[src/rtl/dm_ctrl_pkg.sv]
// Shared encodings for the data-memory access controller: opcodes, FSM states,
// strobe polarities and alignment helpers.
package dm_ctrl_pkg;

    localparam int unsigned DATA_W = 32;

    localparam logic DM_R_ON = 1'b1;
    localparam logic DM_W_ON = 1'b1;

    typedef enum logic [2:0] {
        OP_LW  = 3'd0,
        OP_LH  = 3'd1,
        OP_LHU = 3'd2,
        OP_LB  = 3'd3,
        OP_LBU = 3'd4,
        OP_SW  = 3'd5,
        OP_SH  = 3'd6,
        OP_SB  = 3'd7
    } op_e;

    typedef enum logic [2:0] {
        ST_IDLE   = 3'd0,
        ST_LOAD   = 3'd1,
        ST_WRITE  = 3'd2,
        ST_RMW_RD = 3'd3,
        ST_RMW_WR = 3'd4,
        ST_DONE   = 3'd5
    } state_e;

    // Request fields held for the duration of one access.
    typedef struct packed {
        op_e               op;
        logic [DATA_W-1:0] wdata;
    } req_lat_t;

    function automatic logic is_load(input op_e op);
        return op inside {OP_LW, OP_LH, OP_LHU, OP_LB, OP_LBU};
    endfunction

    function automatic logic is_misaligned(input op_e op, input logic [1:0] lo);
        case (op)
            OP_LW, OP_SW:         return lo != 2'b00;
            OP_LH, OP_LHU, OP_SH: return lo[0];
            default:              return 1'b0;
        endcase
    endfunction

endpackage

[src/rtl/dm_ctrl_lane_mux.sv]
// Little-endian lane extraction for loads and lane merge for sub-word stores.
module dm_lane_mux
    import dm_ctrl_pkg::*;
(
    input  logic [DATA_W-1:0] word,
    input  logic [1:0]        addr,
    input  op_e               op,
    input  logic [DATA_W-1:0] wdata,
    output logic [DATA_W-1:0] load_val,
    output logic [DATA_W-1:0] store_word
);

    logic [7:0]  byte_v;
    logic [15:0] half_v;

    always_comb begin
        byte_v = word[{addr, 3'b000} +: 8];
        half_v = word[{addr[1], 4'b0000} +: 16];

        load_val = word;
        case (op)
            OP_LB:   load_val = {{24{byte_v[7]}}, byte_v};
            OP_LBU:  load_val = {24'd0, byte_v};
            OP_LH:   load_val = {{16{half_v[15]}}, half_v};
            OP_LHU:  load_val = {16'd0, half_v};
            default: load_val = word;
        endcase

        store_word = word;
        case (op)
            OP_SB:   store_word[{addr, 3'b000} +: 8]     = wdata[7:0];
            OP_SH:   store_word[{addr[1], 4'b0000} +: 16] = wdata[15:0];
            OP_SW:   store_word = wdata;
            default: store_word = word;
        endcase
    end

endmodule

[src/rtl/dm_ctrl.sv]
// Data-memory access controller: sequences loads, word stores and sub-word
// read-modify-write stores for the MEM stage, stalling the pipeline meanwhile.
module dm_ctrl
    import dm_ctrl_pkg::*;
#(
    parameter int unsigned ADDR_W = 32
) (
    input  logic              clk,
    input  logic              rst,
    input  logic              req_valid,
    input  logic [2:0]        req_op,
    input  logic [ADDR_W-1:0] req_addr,
    input  logic [DATA_W-1:0] req_wdata,
    output logic              stall,
    output logic              resp_valid,
    output logic [DATA_W-1:0] resp_rdata,
    output logic              exc_misalign,
    output logic [ADDR_W-1:0] dm_addr,
    output logic [DATA_W-1:0] dm_wdata,
    output logic              dm_r,
    output logic              dm_w,
    input  logic [DATA_W-1:0] dm_rdata
);

    state_e            state, state_next;
    logic [ADDR_W-1:0] addr_q, addr_next;
    req_lat_t          lat_q, lat_next;
    op_e               op_in;
    logic [DATA_W-1:0] load_val;
    logic [DATA_W-1:0] store_word;

    assign op_in = op_e'(req_op);

    // Memory word is consumed at the edge that ends the read cycle.
    dm_lane_mux u_lane_mux (
        .word       (dm_rdata),
        .addr       (addr_q[1:0]),
        .op         (lat_q.op),
        .wdata      (lat_q.wdata),
        .load_val   (load_val),
        .store_word (store_word)
    );

    always_comb begin
        state_next = state;
        addr_next  = addr_q;
        lat_next   = lat_q;
        stall      = 1'b0;
        case (state)
            ST_IDLE: begin
                if (req_valid) begin
                    stall          = 1'b1;
                    addr_next      = req_addr;
                    lat_next.op    = op_in;
                    lat_next.wdata = req_wdata;
                    if (is_misaligned(op_in, req_addr[1:0])) begin
                        state_next = ST_DONE;
                    end else if (is_load(op_in)) begin
                        state_next = ST_LOAD;
                    end else if (op_in == OP_SW) begin
                        state_next = ST_WRITE;
                    end else begin
                        state_next = ST_RMW_RD;
                    end
                end
            end
            ST_LOAD: begin
                stall      = 1'b1;
                state_next = ST_DONE;
            end
            ST_WRITE: begin
                stall      = 1'b1;
                state_next = ST_DONE;
            end
            ST_RMW_RD: begin
                stall      = 1'b1;
                state_next = ST_RMW_WR;
            end
            ST_RMW_WR: begin
                stall      = 1'b1;
                state_next = ST_DONE;
            end
            ST_DONE: state_next = ST_IDLE;
            default: state_next = ST_IDLE;
        endcase
    end

    // Outputs are registered from the next state so they align with the state they belong to.
    always_ff @(posedge clk or negedge rst) begin
        if (!rst) begin
            state        <= ST_IDLE;
            addr_q       <= '0;
            lat_q        <= '{op: OP_LW, wdata: '0};
            dm_r         <= ~DM_R_ON;
            dm_w         <= ~DM_W_ON;
            resp_valid   <= 1'b0;
            exc_misalign <= 1'b0;
            resp_rdata   <= '0;
            dm_wdata     <= '0;
            dm_addr      <= '0;
        end else begin
            state        <= state_next;
            addr_q       <= addr_next;
            lat_q        <= lat_next;
            dm_r         <= (state_next == ST_LOAD || state_next == ST_RMW_RD) ? DM_R_ON : ~DM_R_ON;
            dm_w         <= (state_next == ST_WRITE || state_next == ST_RMW_WR) ? DM_W_ON : ~DM_W_ON;
            resp_valid   <= state_next == ST_DONE;
            exc_misalign <= (state == ST_IDLE) && (state_next == ST_DONE);
            dm_addr      <= (state_next == ST_IDLE) ? '0 : {addr_next[ADDR_W-1:2], 2'b00};
            if (state_next == ST_WRITE) begin
                dm_wdata <= lat_next.wdata;
            end else if (state_next == ST_RMW_WR) begin
                dm_wdata <= store_word;
            end
            if (state == ST_LOAD) begin
                resp_rdata <= load_val;
            end
        end
    end

endmodule
[config.mk]
export PLATFORM = sky130hd
export DESIGN_NAME = dm_ctrl
export DESIGN_NICKNAME = d
export VERILOG_FILES = /design/src/rtl/dm_ctrl_pkg.sv /design/src/rtl/dm_ctrl_lane_mux.sv /design/src/rtl/dm_ctrl.sv
export SDC_FILE = /design/constraint.sdc
export NUM_CORES = 1
export LEC_CHECK = 0
export BUFFER_PORTS_ARGS = -buffer_cell sky130_fd_sc_hd__buf_2
export CAP_MARGIN = 25
export CORE_ASPECT_RATIO = 0.8
export CORE_UTILIZATION = 35
export DETAILED_ROUTE_END_ITERATION = 6
export PLACE_DENSITY = 0.61
export SYNTH_ARGS = -nofsm -noshare
export SYNTH_HDL_FRONTEND = slang
export SYNTH_SLANG_ARGS = --single-unit
export TNS_END_PERCENT = 50
[constraint.sdc]
create_clock -name clk -period 4.3 [get_ports clk]
set_clock_uncertainty 0.1 [all_clocks]
set_input_delay 0.215 -clock clk [delete_from_list [all_inputs] [get_ports clk]]
set_output_delay 0.215 -clock clk [all_outputs]
set_load 0.05 [all_outputs]
==> reports/qor.csv, run 1 <==
stage;metric;value;unit
sta;Max-slew headroom;30.3;%
clock_tree;clock input transition at the sequential cells of the worst setup and hold paths;0.08;ns
sta;number of hold violations in the final report;0;
detailed_routing;First DRT Iteration DRCs;593;
logic_synthesis;mean instance size in the synthesized netlist;9.82;µm²
grt;number of antenna violations at the first check in global routing;0;
run;Maximum Capacitance Violations;0;
sta;final setup vio count;0;
detailed_routing;Post-Route WL;27400;µm
clock_tree;H-tree levels;4;
critical_path;capturing element type of the critical path;register;
logic_synthesis;fraction of the yosys area taken by sequential cells;51.0;%
detailed_routing;Via Count;7481;
die;initial core utilization;36.2;%
critical_path;data required time at the worst endpoint;4.55;ns
sta;setup total negative slack;0;ns
pwr;Seq pwr share;32.6;%
pwr;power density cells;805;nW/µm²
placement;Inst Count DP;1298;
sta;Hold WS;0.0191;ns
clock_tree;Num Clock Sinks;168;
sta;worst setup slack after layout;0.949;ns
outcome;run status;finished, final reports clean;
pwr;share of total power consumed by net switching;49.1;%
pwr;VDD IR-drop max;0.000389;V
die;Ports;203;
critical_path;cell-by-cell listing of the critical path;clkinv_1 > ha_1 > nand2b_1 > nor4_1 > and3_1 > a221oi_1 > nor3_2;
grt;number of global-route vias before repair;7175;
die;die outline height;139;µm
final_layout;post-layout instance count excluding filler cells;1400;
grt;first-pass GRT wire length;42800;µm
logic_synthesis;number of warnings issued by yosys;0;
pwr;power spent charging and discharging nets;4.25;mW
placement;port buffer count;200;
final_layout;area growth from synthesis to final layout;30.3;%
clock_tree;total clock buffers created by CTS;17;
clock_tree;quantity of gates resized following cts;0;
sta;Final min period;3.35;ns
detailed_routing;Pre-antenna DRT Iters;6;
final_layout;Filler Cells Inserted;2186;
final_layout;Diodes inserted;0;
logic_synthesis;register bit count reported by yosys;168;
final_layout;Net count, final;1189;
pwr;leakage power total;5.18;nW
critical_path;largest fanout on the critical path;33;
clock_tree;Post-CTS Setup Bufs;0;
clock_tree;cts-stage hold buffer count;71;
logic_synthesis;asr flop ratio synth;100;%
sta;transition time of the tightest slew-check pin;1.04;ns
pwr;internal power consumption;4.40;mW
critical_path;critical path startpoint category;register;
placement;Place WS;1.07;ns
logic_synthesis;ys flop type;sky130_fd_sc_hd__dfrtp_1;
die;die area;24200;µm²
grt;all-layer global routing usage;22.9;%
pwr;Logic pwr share;48.5;%
detailed_routing;average wire per standard cell;19.6;µm
clock_tree;maximum number of buffers from clock root to sink;2;
final_layout;area taken by flip-flops and latches;4200;µm²
placement;final weighted congestion in routability-driven placement;0.864;
grt;pin count of the biggest net entering global routing;82;
placement;hpwl dp;18900;µm
pwr;clock network fraction of design power;18.9;%
logic_synthesis;netlist area before placement;8250;µm²
detailed_routing;Final ANT Viol Nets;0;
logic_synthesis;distinct cell type count of the synthesized netlist;79;
detailed_routing;Via density;5.34;
critical_path;type of the worst setup path;register to register;
clock_tree;buffer cell driving the clock tree root;sky130_fd_sc_hd__clkbuf_16;
critical_path;buffering stage count on the worst path with inverters included;1;
sta;Max Freq;298;MHz
sta;Final Slew Violations;0;
critical_path;Top Family by Delay on Critical Path;simple AND/OR/NAND/NOR gates;
final_layout;footprint of the multi-input gates;3670;µm²
critical_path;Slowest Stage Delay on Critical Path;0.97;ns
sta;share of the clock period used by the worst path after layout;77.9;%
clock_tree;clk_lat worst skew;0.44;ns
die;number of rows in the core area;49;
logic_synthesis;number of flops mapped to enable cells by yosys;0;
logic_synthesis;number of standard cells after synthesis;840;
detailed_routing;total DRC errors in the routed layout;0;
grt;aggregate global routing overflow;0;
critical_path;highest-delay cell along the critical path;sky130_fd_sc_hd__dfrtp_1;
min_path;hold crit path type;input pin to register;
critical_path;arrival time of the worst setup path;3.60;ns
clock_tree;CTS tree;yes;
final_layout;proportion of layout cells with a drive suffix above 1;28.4;%
die;Die Width;174;µm
sta;RSZ-0062 raised after global routing;false;
die;placeable core region;22800;µm²
final timing paths:
path                       startpoint              to  slack [ns]  cells after the start
min reg2reg                addr_q[28]      addr_q[28]        0.37                      2
max                         addr_q[1]    dm_wdata[29]        0.95                      7
min                         req_op[1]       lat_q[33]        0.02                      3
min in group asynchronous         rst  resp_rdata[25]        0.26                      2
max reg2reg                 addr_q[1]    dm_wdata[29]        0.95                      7
max in group asynchronous         rst      addr_q[24]        2.73                      3
layout make-up:
| cell class | count | share of cell area, % |
|---|---|---|
| Tap cell | 306 | 3.56 |
| Inverter | 13 | 0.454 |
| Multi-Input combinational cell | 598 | 34.1 |
| Clock inverter | 14 | 1.75 |
| Sequential cell | 168 | 39.1 |
| Clock buffer | 17 | 3.96 |
| Timing Repair Buffer | 284 | 17.1 |
cells in the mapped netlist (4+ instances only):
cell / instances / share of area [%]
sky130_fd_sc_hd__a31oi_1: 4 / 0.30
sky130_fd_sc_hd__a22o_1: 5 / 0.53
sky130_fd_sc_hd__o21bai_1: 5 / 0.46
sky130_fd_sc_hd__nor2_1: 55 / 2.5
sky130_fd_sc_hd__a221o_1: 36 / 4.4
sky130_fd_sc_hd__a211o_1: 5 / 0.53
sky130_fd_sc_hd__a221oi_2: 14 / 2.5
sky130_fd_sc_hd__o21ai_0: 39 / 2.4
sky130_fd_sc_hd__nand3_1: 4 / 0.24
sky130_fd_sc_hd__nor3_1: 23 / 1.4
sky130_fd_sc_hd__buf_2: 24 / 1.5
sky130_fd_sc_hd__o221ai_1: 4 / 0.42
sky130_fd_sc_hd__a221oi_1: 10 / 1.1
sky130_fd_sc_hd__mux2_2: 8 / 1.1
sky130_fd_sc_hd__nor3_2: 21 / 2.5
sky130_fd_sc_hd__clkbuf_1: 21 / 0.96
sky130_fd_sc_hd__buf_4: 9 / 0.82
sky130_fd_sc_hd__ha_1: 5 / 0.76
sky130_fd_sc_hd__nor2b_1: 10 / 0.76
sky130_fd_sc_hd__a21boi_0: 7 / 0.64
sky130_fd_sc_hd__o31ai_2: 5 / 0.76
sky130_fd_sc_hd__nand2_1: 195 / 8.9
sky130_fd_sc_hd__nand2b_1: 4 / 0.30
sky130_fd_sc_hd__buf_6: 5 / 0.68
sky130_fd_sc_hd__a211oi_1: 5 / 0.46
sky130_fd_sc_hd__a21o_1: 4 / 0.36
sky130_fd_sc_hd__dfrtp_1: 168 / 51
sky130_fd_sc_hd__a21oi_1: 65 / 3.9
sky130_fd_sc_hd__inv_1: 11 / 0.50
sky130_fd_sc_hd__o21ai_1: 8 / 0.49
metal layers:
metal  GRT usage [%]  wire length, µm  vias to the layer above  part of all wire, %
met4            5.86              335                        0                  1.2
li1                -                -                     3487                    -
met2            34.0            11900                      354                   43
met1            32.8            12800                     3619                   47
met5               0                0                        -                    0
met3            6.39             2370                       21                  8.7
registers in the layout, indices dropped and copies added (netlist names):
signal / flops
lat_q: 35
addr_q: 32
dm_wdata: 32
resp_rdata: 32
dm_addr: 30
state: 3
dm_r: 1
dm_w: 1
exc_misalign: 1
resp_valid: 1
layout by cell type, fill, tap and decap left out, types with 7 or more instances in the layout:
master | Yosys | layout
sky130_fd_sc_hd__mux2_2 | 8 | 8
sky130_fd_sc_hd__clkbuf_16 | 0 | 17
sky130_fd_sc_hd__buf_2 | 24 | 199
sky130_fd_sc_hd__a221o_1 | 36 | 36
sky130_fd_sc_hd__nand2_1 | 195 | 194
sky130_fd_sc_hd__dlygate4sd3_1 | 0 | 71
sky130_fd_sc_hd__dfrtp_1 | 168 | 168
sky130_fd_sc_hd__nor3_2 | 21 | 21
sky130_fd_sc_hd__a221oi_2 | 14 | 14
sky130_fd_sc_hd__a21oi_1 | 65 | 65
sky130_fd_sc_hd__nor2_1 | 55 | 55
sky130_fd_sc_hd__nor3_1 | 23 | 23
sky130_fd_sc_hd__nor2b_1 | 10 | 10
sky130_fd_sc_hd__a221oi_1 | 10 | 10
sky130_fd_sc_hd__a21boi_0 | 7 | 7
sky130_fd_sc_hd__o21ai_0 | 39 | 39
sky130_fd_sc_hd__o21ai_1 | 8 | 8
sky130_fd_sc_hd__buf_4 | 9 | 12
sky130_fd_sc_hd__inv_1 | 11 | 11
metrics by stage:
step / instance area, µm² / total power, mW / util, %
2_1_floorplan: 8250 / 5.87 / -
3_3_place_gp: 9400 / 6.89 / 41.2
3_5_place_dp: 9430 / 6.98 / 41.3
4_1_cts: 10800 / 8.68 / 47.1
5_1_grt: 10800 / 9.17 / 47.1
6_report: 10800 / 8.65 / 47.1
tightest hold or removal path, stage by stage:
cell and delay [ns]:
sky130_fd_sc_hd__buf_2 0.13, sky130_fd_sc_hd__inv_1 0.08, sky130_fd_sc_hd__o21ai_0 0.08
power groups by stage:
stage	sequential, mW	combinational (mW)	clock, mW
after floorplan	3.96	1.91	0
after global placement	2.82	4.07	0
after detailed placement	2.83	4.15	0
final	2.82	4.20	1.63
after global routing	2.90	4.54	1.73
after CTS	2.81	4.21	1.67
logic make-up after synthesis:
family / Yosys count / synth area share [%]
and+or+nand+nor: 338 / 19.6
AOI/OAI and AO/OA: 240 / 22.2
DFF: 168 / 51.0
buffers and inverters: 75 / 4.67
muxes: 10 / 1.49
adders and majority gates: 6 / 0.880
xor gates and xnor gates: 2 / 0.212
other: 1 / 0.0455
(Power assumes the default switching activity.)
==> run 2: changes to the inputs <==
- PLACE_DENSITY: 0.61 -> 0.63
- clock period: 4.3 -> 2.9 ns (I/O delays scaled with it)
==> run 2 against run 1 <==
Count of clock-buffer cells in the layout up 1; flip-flop and latch count unchanged; sequential share of layout area down 0.97 points; largest power group unchanged; global-route usage up 0.39 points; critical path type unchanged; die area unchanged; first-iteration DRC count up 1.9%; final area up 2.5%; largest cell class unchanged.
==> reports/qor.csv, run 2 (same netlist as run 1, synthesis figures left out) <==
stage;metric;value;unit;change
placement;hpwl dp;19000;µm;was 18900 µm
die;number of rows in the core area;49;;unchanged
critical_path;type of the worst setup path;register to register;;unchanged
critical_path;capturing element type of the critical path;register;;unchanged
final_layout;Diodes inserted;0;;unchanged
critical_path;critical path startpoint category;register;;unchanged
critical_path;largest fanout on the critical path;10;;was 33
critical_path;Top Family by Delay on Critical Path;simple AND/OR/NAND/NOR gates;;unchanged
pwr;total power;12.8;mW;was 8.65 mW
detailed_routing;average wire per standard cell;19.2;µm;was 19.6 µm
critical_path;critical path startpoint;addr_q[1];;unchanged
sta;share of the clock period used by the worst path after layout;82.4;%;was 77.9%
outcome;run status;finished, final reports clean;;unchanged
final_layout;commonest non-fill, non-tap cell in the layout;sky130_fd_sc_hd__buf_2;;unchanged
final_layout;post-route design area;11000;µm²;was 10800 µm²
sta;number of hold violations in the final report;0;;unchanged
min_path;min-delay src;dm_rdata[31];;was req_op[1]
detailed_routing;total length of routed met3 wires;2380;µm;was 2370 µm
sta;Max-slew headroom;47.3;%;was 30.3%
detailed_routing;First DRT Iteration DRCs;604;;was 593
final_layout;commonest non-fill, non-tap cells in the layout;199 x sky130_fd_sc_hd__buf_2, 194 x sky130_fd_sc_hd__nand2_1, 168 x sky130_fd_sc_hd__dfrtp_1;;unchanged
critical_path;source of the worst register-to-register timing path;addr_q[1];;unchanged
grt;number of global-route vias before repair;7434;;was 7175
grt;number of antenna violations at the first check in global routing;0;;unchanged
pwr;Seq pwr share;32.1;%;was 32.6%
pwr;leakage power total;5.30;nW;was 5.18 nW
clock_tree;Num Clock Sinks;168;;unchanged
pwr;internal power consumption;6.39;mW;was 4.40 mW
min_path;hold crit path type;input pin to register;;unchanged
pwr;share of total power consumed by net switching;49.9;%;was 49.1%
final_layout;register with the most flip-flops;lat_q;;unchanged
sta;Final Slew Violations;0;;unchanged
detailed_routing;Post-Route WL;27600;µm;was 27400 µm
pwr;Logic pwr share;50.0;%;was 48.5%
grt;aggregate global routing overflow;0;;unchanged
pwr;VDD IR-drop max;0.000639;V;was 0.000389 V
critical_path;setup slack of the most critical reg-to-reg path;0.51;ns;was 0.95 ns
final_layout;footprint of the multi-input gates;3670;µm²;unchanged
sta;Final min period;2.39;ns;was 3.35 ns
die;Die Width;174;µm;unchanged
grt;first-pass GRT wire length;43500;µm;was 42800 µm
clock_tree;clk_lat worst skew;0.44;ns;about the same
clock_tree;quantity of gates resized following cts;0;;unchanged
die;die outline height;139;µm;unchanged
clock_tree;buffer cell driving the clock tree root;sky130_fd_sc_hd__clkbuf_16;;unchanged
final_layout;Largest register FFs;35;;unchanged
detailed_routing;Detail Route met2 WL;12100;µm;was 11900 µm
min_path;Worst Hold Path EP;resp_rdata[31];;was lat_q[33]
critical_path;data required time at the worst endpoint;3.16;ns;was 4.55 ns
detailed_routing;uppermost signal routing layer after detailed routing;met4;;unchanged
final_layout;area growth from synthesis to final layout;33.6;%;was 30.3%
critical_path;highest-delay cell along the critical path;sky130_fd_sc_hd__and3_1;;was sky130_fd_sc_hd__dfrtp_1
critical_path;cell-by-cell listing of the critical path;clkinv_1 > ha_1 > nand2b_1 > nor4_1 > and3_1 > a221oi_1 > nor3_2;;unchanged
clock_tree;cts-stage hold buffer count;91;;was 71
sta;Max Freq;418;MHz;was 298 MHz
sta;transition time of the tightest slew-check pin;0.780;ns;was 1.04 ns
placement;cell area after placement;9520;µm²;was 9430 µm²
detailed_routing;wire length the detailed router placed on met1;12600;µm;was 12800 µm
clock_tree;H-tree levels;4;;unchanged
detailed_routing;Via Count;7597;;was 7481
sta;final setup vio count;0;;unchanged
detailed_routing;total DRC errors in the routed layout;0;;unchanged
critical_path;Slowest Stage Delay on Critical Path;0.41;ns;was 0.97 ns
clock_tree;CTS tree;yes;;unchanged
detailed_routing;Final ANT Viol Nets;0;;unchanged
sta;Hold WS;0.0116;ns;was 0.0191 ns
pwr;clock network fraction of design power;17.9;%;was 18.9%
die;initial core utilization;36.2;%;unchanged
min_path;hold path cells;2;;was 3
final_layout;Filler Cells Inserted;2145;;was 2186
final_layout;Net count, final;1221;;was 1189
placement;final weighted congestion in routability-driven placement;0.887;;was 0.864
sta;RSZ-0062 raised after global routing;false;;unchanged
detailed_routing;Via density;5.30;;was 5.34
clock_tree;total clock buffers created by CTS;17;;unchanged
critical_path;number of cell instances on the worst register-to-register path;7;;unchanged
final_layout;proportion of layout cells with a drive suffix above 1;28.7;%;was 28.4%
die;die area;24200;µm²;unchanged
sta;setup total negative slack;0;ns;unchanged
clock_tree;clock input transition at the sequential cells of the worst setup and hold paths;0.07;ns;was 0.08 ns
clock_tree;Post-CTS Setup Bufs;0;;unchanged
critical_path;buffering stage count on the worst path with inverters included;1;;unchanged
grt;all-layer global routing usage;23.3;%;was 22.9%
die;placeable core region;22800;µm²;unchanged
run;Maximum Capacitance Violations;0;;unchanged
final_layout;area taken by flip-flops and latches;4200;µm²;unchanged
placement;port buffer count;200;;unchanged
pwr;power density cells;1160;nW/µm²;was 805 nW/µm²
placement;Place WS;0.559;ns;was 1.07 ns
critical_path;Worst R2R End;dm_wdata[25];;was dm_wdata[29]
critical_path;arrival time of the worst setup path;2.65;ns;was 3.60 ns
clock_tree;maximum number of buffers from clock root to sink;2;;unchanged
detailed_routing;Pre-antenna DRT Iters;5;;was 6
die;Ports;203;;unchanged
sta;worst setup slack after layout;0.509;ns;was 0.949 ns
grt;pin count of the biggest net entering global routing;74;;was 82
pwr;power spent charging and discharging nets;6.36;mW;was 4.25 mW
## run 2: changes by cell type in the layout (fill, tap and decap cells not counted), sizes merged
cell	previous run	this run
bufinv	3	0
clkbuf	17	18
dlygate4sd3	71	91
clkinvlp	0	3
buf	213	225
inv	18	19
clkinv	6	5
## run 2: how the worst max path moves through the flow
stage,end,slack [ns],depth (start not counted)
after floorplan,dm_wdata[24],0.66,8
after global placement,dm_wdata[25],0.63,7
after detailed placement,dm_wdata[27],0.56,7
after CTS,dm_wdata[27],0.54,7
after global routing,dm_wdata[25],0.32,7
final,dm_wdata[25],0.51,7
## run 2: power groups by stage
| stage | Combinational [mW] | Clock (mW) | Sequential, mW |
|---|---|---|---|
| final | 6.38 | 2.28 | 4.10 |
| after CTS | 6.37 | 2.31 | 4.08 |
| after global placement | 6.19 | 0 | 4.10 |
| after global routing | 6.87 | 2.41 | 4.22 |
| after detailed placement | 6.26 | 0 | 4.11 |
| after floorplan | 2.83 | 0 | 5.87 |
## run 2: per-layer routing
| layer | vias to the layer above | GRT usage [%] |
|---|---|---|
| li1 | 3551 | - |
| met3 | 36 | 6.17 |
| met5 | - | 0 |
| met4 | 0 | 6.37 |
| met1 | 3696 | 33.0 |
| met2 | 314 | 35.2 |
## run 2: worst register-to-register path: stages (launching register included)
cell	delay, ns
sky130_fd_sc_hd__dfrtp_1	0.35
sky130_fd_sc_hd__clkinv_1	0.28
sky130_fd_sc_hd__ha_1	0.33
sky130_fd_sc_hd__nand2b_1	0.20
sky130_fd_sc_hd__nor4_1	0.25
sky130_fd_sc_hd__and3_1	0.41
sky130_fd_sc_hd__a221oi_1	0.18
sky130_fd_sc_hd__nor3_2	0.23
## run 2: cell type report
type	instances	area share, %
Timing Repair Buffer	316	19.3
Sequential cell	168	38.1
Multi-Input combinational cell	598	33.3
Inverter	13	0.443
Clock buffer	18	3.98
Tap cell	306	3.47
Clock inverter	14	1.37
## run 2: stage by stage
stage,instances,utilization [%]
final,1433,48.3
after global routing,1433,48.3
after CTS,1433,48.3
after detailed placement,1310,41.7
after global placement,1310,41.7
after floorplan,841,-
==> run 3: changes to the inputs <==
- PLACE_DENSITY: 0.63 -> 0.61
- clock period: 2.9 -> 2.3 ns (I/O delays scaled with it)
==> run 3 against run 2 <==
Clock power grew 29%; power grew 29%; combinational power up 29%; flip-flop and latch count unchanged; cell count is 1.5% higher.
==> reports/qor.csv, run 3 (same netlist as run 1, synthesis figures left out) <==
stage;metric;value;unit;change
placement;port buffer count;200;;unchanged
pwr;power spent charging and discharging nets;8.10;mW;was 6.36 mW
final_layout;Largest register FFs;35;;unchanged
final_layout;commonest non-fill, non-tap cell in the layout;sky130_fd_sc_hd__buf_2;;unchanged
min_path;hold path cells;3;;was 2
die;Die Width;174;µm;unchanged
die;number of rows in the core area;49;;unchanged
sta;Hold WS;0.0335;ns;was 0.0116 ns
detailed_routing;Post-Route WL;27800;µm;was 27600 µm
critical_path;type of the worst setup path;register to output port;;was register to register
grt;GR met1 Demand/Resource;34.0;%;was 33.0%
grt;GR met3 Demand/Resource;5.16;%;was 6.17%
final_layout;area growth from synthesis to final layout;35.8;%;was 33.6%
sta;setup total negative slack;0;ns;unchanged
final_layout;register with the most flip-flops;lat_q;;unchanged
min_path;min-delay src;dm_rdata[10];;was dm_rdata[31]
outcome;run status;finished, final reports clean;;unchanged
sta;RSZ-0062 raised after global routing;false;;unchanged
sta;Final Slew Violations;0;;unchanged
sta;Max Freq;460;MHz;
pwr;power density cells;1470;nW/µm²;was 1160 nW/µm²
pwr;Seq pwr share;31.7;%;was 32.1%
sta;share of the clock period used by the worst path after layout;94.6;%;
min_path;hold crit path type;input pin to register;;unchanged
final_layout;commonest non-fill, non-tap cells in the layout;199 x sky130_fd_sc_hd__buf_2, 193 x sky130_fd_sc_hd__nand2_1, 168 x sky130_fd_sc_hd__dfrtp_1;;was 199 x sky130_fd_sc_hd__buf_2, 194 x sky130_fd_sc_hd__nand2_1, 168 x sky130_fd_sc_hd__dfrtp_1
die;Ports;203;;unchanged
clock_tree;H-tree levels;4;;unchanged
die;die outline height;139;µm;unchanged
sta;final setup vio count;0;;unchanged
grt;first-pass GRT wire length;43500;µm;about the same
pwr;clock network fraction of design power;18.0;%;was 17.9%
final_layout;Net count, final;1243;;was 1221
final_layout;post-route design area;11200;µm²;was 11000 µm²
final_layout;footprint of the multi-input gates;3670;µm²;about the same
critical_path;number of cell instances on the worst register-to-register path;6;;was 7
final_layout;Diodes inserted;0;;unchanged
detailed_routing;Via density;5.28;;was 5.30
clock_tree;clock input transition at the sequential cells of the worst setup and hold paths;0.07;ns;about the same
pwr;leakage power total;5.42;nW;was 5.30 nW
detailed_routing;Final ANT Viol Nets;0;;unchanged
sta;number of hold violations in the final report;0;;unchanged
critical_path;data required time at the worst endpoint;2.09;ns;was 3.16 ns
placement;final weighted congestion in routability-driven placement;0.899;;was 0.887
clock_tree;buffer cell driving the clock tree root;sky130_fd_sc_hd__clkbuf_16;;unchanged
pwr;share of total power consumed by net switching;49.4;%;was 49.9%
pwr;total power;16.4;mW;was 12.8 mW
detailed_routing;Pre-antenna DRT Iters;7;;was 5
grt;all-layer global routing usage;23.1;%;was 23.3%
sta;transition time of the tightest slew-check pin;0.668;ns;was 0.780 ns
clock_tree;CTS tree;yes;;unchanged
sta;Final min period;2.18;ns;
grt;number of antenna violations at the first check in global routing;0;;unchanged
critical_path;capturing element type of the critical path;output port;;was register
min_path;Worst Hold Path EP;dm_wdata[10];;was resp_rdata[31]
final_layout;Filler Cells Inserted;2145;;unchanged
critical_path;arrival time of the worst setup path;1.96;ns;was 2.65 ns
clock_tree;clk_lat worst skew;0.43;ns;was 0.44 ns
detailed_routing;Via Count;7686;;was 7597
critical_path;setup slack of the most critical reg-to-reg path;0.14;ns;was 0.51 ns
die;die area;24200;µm²;unchanged
grt;pin count of the biggest net entering global routing;52;;was 74
critical_path;largest fanout on the critical path;9;;was 10
clock_tree;Num Clock Sinks;168;;unchanged
clock_tree;total clock buffers created by CTS;17;;unchanged
placement;cell area after placement;9680;µm²;was 9520 µm²
detailed_routing;average wire per standard cell;19.1;µm;was 19.2 µm
grt;number of global-route vias before repair;7535;;was 7434
placement;hpwl dp;19700;µm;was 19000 µm
pwr;VDD IR-drop max;0.000645;V;was 0.000639 V
grt;met2 usage in global routing;34.6;%;was 35.2%
grt;aggregate global routing overflow;0;;unchanged
pwr;internal power consumption;8.31;mW;was 6.39 mW
critical_path;critical path startpoint category;register;;unchanged
pwr;Logic pwr share;50.3;%;was 50.0%
final_layout;Finished Core Util;49.1;%;was 48.3%
final_layout;proportion of layout cells with a drive suffix above 1;30.0;%;was 28.7%
detailed_routing;total DRC errors in the routed layout;0;;unchanged
die;placeable core region;22800;µm²;unchanged
grt;most used routing layer in global routing;met2;;unchanged
critical_path;source of the worst register-to-register timing path;addr_q[1];;unchanged
sta;Max-slew headroom;55.4;%;was 47.3%
die;initial core utilization;36.2;%;unchanged
run;Maximum Capacitance Violations;0;;unchanged
critical_path;Worst R2R End;dm_wdata[23];;was dm_wdata[25]
detailed_routing;First DRT Iteration DRCs;620;;was 604
final_layout;area taken by flip-flops and latches;4200;µm²;unchanged
clock_tree;maximum number of buffers from clock root to sink;2;;unchanged
==> run 3: cell types whose count changed in the layout (fill, tap and decap cells not counted), sizes merged <==
cell         before  now
buf             225  246
clkinvlp          3    1
bufinv            0    1
dlygate4sd3      91   92
inv              19   20
==> run 3: how the worst max path moves through the flow <==
| stage | startpoint | end |
|---|---|---|
| final | state[1] | stall |
| after global routing | addr_q[1] | dm_wdata[23] |
| after CTS | state[1] | stall |
| after detailed placement | lat_q[32] | resp_rdata[31] |
| after global placement | lat_q[32] | resp_rdata[18] |
| after floorplan | addr_q[1] | dm_wdata[24] |
==> run 3: power by group through the flow <==
stage / Combinational (mW) / Sequential [mW] / Clock, mW
final: 8.26 / 5.21 / 2.95
after global routing: 8.88 / 5.35 / 3.12
after CTS: 8.24 / 5.20 / 3.00
after detailed placement: 8.10 / 5.23 / 0
after global placement: 8.02 / 5.21 / 0
after floorplan: 3.57 / 7.40 / 0
==> run 3: critical path, cell delays in order, from the launching register on <==
cell and delay [ns]:
sky130_fd_sc_hd__dfrtp_1 0.48, sky130_fd_sc_hd__or4_1 0.57, sky130_fd_sc_hd__nand2_2 0.20, sky130_fd_sc_hd__inv_1 0.06
sky130_fd_sc_hd__buf_2 0.21
==> run 3: through the flow <==
stage,worst slack (ns),std cells
2_1_floorplan,0.0567,841
3_3_place_gp,0.219,1331
3_5_place_dp,0.193,1331
4_1_cts,0.0300,1455
5_1_grt,0.0109,1455
6_report,0.125,1455
==> run 3: routing by layer <==
metal | vias up | share of wire [%]
met5 | - | 0
met4 | 0 | 1.2
met3 | 19 | 8.0
met2 | 342 | 44
met1 | 3738 | 47
li1 | 3587 | -
==> run 3: layout make-up <==
class	count	area share [%]
Tap cell	306	3.42
Multi-Input combinational cell	598	32.7
Inverter	13	0.436
Sequential cell	168	37.5
Clock buffer	18	3.83
Timing Repair Buffer	338	20.5
Clock inverter	14	1.54
==> run 3: what timing repair did <==
action | CTS | global route
hold endpoints to repair | 304 | 0
hold buffers | 92 | 0
buffers inserted | 0 | 0
gates resized for setup | 0 | 1
endpoints found under the setup margin | 0 | 1
